**src/rtl/instr_fetch_queue.sv**
```systemverilog
// First-word-fall-through queue of {pc, instr} pairs between fetch and decode.
// A taken-branch redirect (flush_F) empties the queue without clearing storage.
module instr_fetch_queue #(
   parameter int N     = 64,
   parameter int IW    = 32,
   parameter int DEPTH = 4
) (
   input  logic                       clk,
   input  logic                       reset,
   input  logic                       flush_F,
   input  logic                       push_F,
   input  logic [N-1:0]               pc_F,
   input  logic [IW-1:0]              instr_F,
   output logic                       ready_F,
   input  logic                       ready_D,
   output logic                       valid_D,
   output logic [N-1:0]               pc_D,
   output logic [IW-1:0]              instr_D,
   output logic [$clog2(DEPTH):0]     count
);

   localparam int AW = $clog2(DEPTH);
   localparam int CW = AW + 1;

   logic [N-1:0]  r_pc_mem    [DEPTH];
   logic [IW-1:0] r_instr_mem [DEPTH];
   logic [AW-1:0] r_rd_ptr;
   logic [AW-1:0] r_wr_ptr;
   logic [CW-1:0] r_count;

   logic w_push;
   logic w_pop;

   // ready_F uses registered count only: a full queue refuses a push even when decode pops
   assign ready_F = (r_count != CW'(DEPTH));
   assign valid_D = (r_count != '0);
   assign count   = r_count;

   assign w_push = push_F && ready_F && !flush_F;
   assign w_pop  = ready_D && valid_D && !flush_F;

   assign pc_D    = valid_D ? r_pc_mem[r_rd_ptr]    : '0;
   assign instr_D = valid_D ? r_instr_mem[r_rd_ptr] : '0;

   always_ff @(posedge clk) begin
      if (w_push) begin
         r_pc_mem[r_wr_ptr]    <= pc_F;
         r_instr_mem[r_wr_ptr] <= instr_F;
      end
   end

   always_ff @(posedge clk) begin
      if (reset || flush_F) begin
         r_rd_ptr <= '0;
         r_wr_ptr <= '0;
         r_count  <= '0;
      end else begin
         if (w_push) r_wr_ptr <= r_wr_ptr + AW'(1);
         if (w_pop)  r_rd_ptr <= r_rd_ptr + AW'(1);
         case ({w_push, w_pop})
            2'b10:   r_count <= r_count + CW'(1);
            2'b01:   r_count <= r_count - CW'(1);
            default: r_count <= r_count;
         endcase
      end
   end

endmodule

```
**config.mk**
```make
export PLATFORM = sky130hd
export DESIGN_NAME = instr_fetch_queue
export DESIGN_NICKNAME = d
export VERILOG_FILES = /design/src/rtl/instr_fetch_queue.sv
export SDC_FILE = /design/constraint.sdc
export NUM_CORES = 1
export LEC_CHECK = 0
export CORE_MARGIN = 4
export CORE_UTILIZATION = 55
export DETAILED_ROUTE_END_ITERATION = 8
export PLACE_DENSITY = 0.8
export REMOVE_ABC_BUFFERS = 1
export SYNTH_ARGS = -nofsm -noshare
export SYNTH_HDL_FRONTEND = slang
export SYNTH_SLANG_ARGS = --single-unit
```
**constraint.sdc**
```tcl
create_clock -name clk -period 5 [get_ports clk]
set_clock_uncertainty 0.05 [all_clocks]
set_input_delay 1.5 -clock clk [delete_from_list [all_inputs] [get_ports clk]]
set_output_delay 1.5 -clock clk [all_outputs]
set_load 0.03 [all_outputs]
```
==> out/results.tsv, run 1 <==
stage	metric	value	unit
outcome	status	finished clean	
setup_path	crit_required	3.45	ns
cells_and_area	layout.cells.non_filler	1261	
clocking	cts_tree	yes	
logic_synthesis	synth_seq_area_share	0.7822	
timing	hold_viol	0	
clocking	clock_latency	0.51	ns
placed_design	portBuffers	201	
floorplanning	core	26880	um2
logic_synthesis	syn-cell-area	14970	um2
global_routing	grt_max_degree	64	
hold_path	hold_class	reg2reg	
setup_path	worst-path-buf-inv	2	
setup_path	crit_path_start_kind	register	
cells_and_area	nets	997	
floorplanning	die_w	173.0	um
placed_design	pre_cts_ws	1.079	ns
timing	maxSlewViolCount	0	
run	drv_cap	0	
pwr	vdd_drop_max	0.0003297	V
routing	via_per_inst	5.618	
timing	clock.fmax	224.9	MHz
global_routing	antenna_found_initial	3	
global_routing	grt_pass1_wl	44510	um
clocking	cts_setup_buffers	0	
timing	min_period_over_period	0.8891	
routing	dr.pass1.iters	6	
logic_synthesis	ys_types	26	
cells_and_area	seq_area	11720	um2
clocking	cts.sinks	393	
routing	ant_nets	0	
setup_path	critPathCaptureType	primary output	
clocking	ctsHtreeMaxLevel	2	
setup_path	arrival	2.90	ns
global_routing	grt_pass1_vias	7746	
pwr	power.density	374.0	nW/um2
clocking	clock_path_buffers	3	
routing	drt_iter0_markers	632	
cells_and_area	areaGrowthSynthToFinish	25.67	%
cells_and_area	nFillCells	1628	
routing	wl	28490	um
setup_path	crit_type	reg2out	
routing	vias	7084	
floorplanning	rows	60	
clocking	cts-root-buf	clkbuf_16	
setup_path	cp_slowest_stage_delay	0.83	ns
logic_synthesis	syn_area_per_cell	22.55	um2
global_routing	globalRouteTotalUtil	0.1919	
clocking	cts_buffers	40	
cells_and_area	layout-drive-gt1-share	0.1989	
logic_synthesis	synthCells	664	
setup_path	critPathSlowestCell	or3_2	
routing	wire_per_inst	22.59	um
placed_design	post-dp-hpwl	17140	um
floorplanning	die_area	29930	um2
routing	drc	0	
timing	slew_headroom	0.5318	
floorplanning	die_y	173.0	um
logic_synthesis	synth_seq_cells	393	
placed_design	gp_congestion	0.7350	
clocking	clk_pin_slew	0.06	ns
global_routing	grt_overflow_total	0	
setup_path	crit_chain	or3_2, buf_12, and2_1, clkdlybuf4s50_1	
pwr	p_leak	0.005964	uW
timing	post-route-worst-setup-slack	0.5543	ns
timing	worst_pin_slew	0.7023	ns
cells_and_area	multi_input_area	3059	um2
timing	setup_viol	0	
setup_path	cp_max_fo	61	
clocking	cts_resized	0	
placed_design	dp.cells	1189	
timing	fin_crit	4.446	ns
timing	rsz0062_at_grt	false	
logic_synthesis	yosysWarnings	0	
clocking	cts.hold.buffers_added	0	
setup_path	cp_top_family	simple AND/OR/NAND/NOR gates	
floorplanning	pin_count	202	
cells_and_area	diodes	0	
timing	fin_tns_setup	0	ns
floorplanning	start_util	0.5571	
==> worst reg2reg max path: stages (launching register included) <==
cell	delay, ns
dfxtp_1	0.43
or3b_1	0.54
and2_1	0.23
inv_1	0.07
ha_1	0.20
inv_1	0.07
fa_1	0.38
xor2_1	0.17
or3_1	0.30
a21oi_1	0.14
==> sequential cells by signal, indices dropped and copies added (netlist names), named ones only <==
register     count
r_pc_mem       256
r_instr_mem    128
count            3
r_rd_ptr         2
r_wr_ptr         2
==> cells in the mapped netlist <==
library cell / n / area share
mux4_2: 96 / 0.14
o21ai_0: 1 / 0.00033
o31ai_1: 2 / 0.0010
or3b_1: 1 / 0.00059
nor2_1: 8 / 0.0020
ha_1: 5 / 0.0042
fa_1: 1 / 0.0013
inv_1: 6 / 0.0015
or2_2: 1 / 0.00042
a21o_1: 1 / 0.00050
buf_12: 1 / 0.0013
edfxtp_1: 384 / 0.77
nor2b_1: 1 / 0.00042
nand3_1: 1 / 0.00033
and3_1: 4 / 0.0017
and2_1: 97 / 0.041
buf_2: 12 / 0.0040
clkbuf_2: 1 / 0.00033
xor2_1: 4 / 0.0023
clkbuf_1: 16 / 0.0040
dfxtp_1: 9 / 0.012
nand4_1: 1 / 0.00042
o311ai_0: 1 / 0.00059
a21oi_1: 3 / 0.0010
or3_1: 2 / 0.00084
buf_6: 5 / 0.0038
==> layer usage <==
layer / vias up / global-route usage / routed length (um)
met1: 3611 / 0.2568 / 11490
met3: 44 / 0.04963 / 2025
met5: - / 0 / 40
li1: 3167 / - / -
met2: 256 / 0.3244 / 14460
met4: 6 / 0.04290 / 473
==> through the flow <==
stage | util | hold slack (ns) | total power (uW) | cell area (um2)
floorplan | - | 0.4347 | 3896 | 14770
global placement | 0.6497 | 0.4630 | 4079 | 17460
detailed placement | 0.6497 | 0.4607 | 4091 | 17460
CTS | 0.7001 | 0.4874 | 7096 | 18820
global route | 0.7001 | 0.5271 | 7268 | 18820
finish | 0.7001 | 0.4811 | 7037 | 18820
==> final cells by class <==
type / instances / share of cell area
Sequential cell: 393 / 0.6228
Multi-Input combinational cell: 230 / 0.1626
Timing Repair Buffer: 219 / 0.1188
Clock buffer: 49 / 0.05718
Tap cell: 341 / 0.02267
Clock inverter: 23 / 0.01483
Inverter: 6 / 0.001197
==> final timing paths <==
check / start / to / slack [ns] / cells past startpoint
setup reg to reg: count[2] / count[2] / 2.35 / 9
setup / recovery: count[1] / pc_D[40] / 0.55 / 4
hold / removal: r_rd_ptr[1] / r_rd_ptr[1] / 0.48 / 2
hold reg to reg: r_rd_ptr[1] / r_rd_ptr[1] / 0.48 / 2
==> report_power, final <==
part | internal (uW) | switching (uW)
sequential | 3660 | 11.7
clock | 1850 | 1170
combinational | 172 | 172
==> placed cells by master (no fill, tap or decap), types with 2 or more instances in the layout <==
cell / count
mux4_2: 96
clkbuf_16: 41
clkinv_1: 5
and2_1: 97
o31ai_1: 2
clkdlybuf4s50_1: 201
inv_6: 2
inv_1: 6
nor2_1: 8
clkinv_2: 7
dfxtp_1: 7
a21oi_1: 3
clkbuf_8: 2
clkbuf_1: 6
dfxtp_4: 2
buf_4: 11
ha_1: 5
xor2_1: 4
edfxtp_1: 384
and3_4: 4
buf_12: 7
bufinv_16: 6
==> logic make-up (layout without fill, tap and decap cells) <==
| logic type | after synthesis | after routing | share of synthesized area |
|---|---|---|---|
| XOR/XNOR | 4 | 4 | 0.002340 |
| multiplexers | 96 | 96 | 0.1444 |
| buffers and inverters | 41 | 297 | 0.01496 |
| adder cells (fa/ha/maj) | 6 | 6 | 0.005515 |
| AND/OR/NAND/NOR | 116 | 116 | 0.04721 |
| flip-flops | 393 | 393 | 0.7822 |
| AO/OA/AOI/OAI | 8 | 8 | 0.003425 |
(Power assumes the default switching activity.)
==> run 2: changes to the inputs <==
- SLEW_MARGIN: unset -> 20
==> results of run 2 <==
Same layout as run 1: the final DEF is identical, and so are final timing and power.
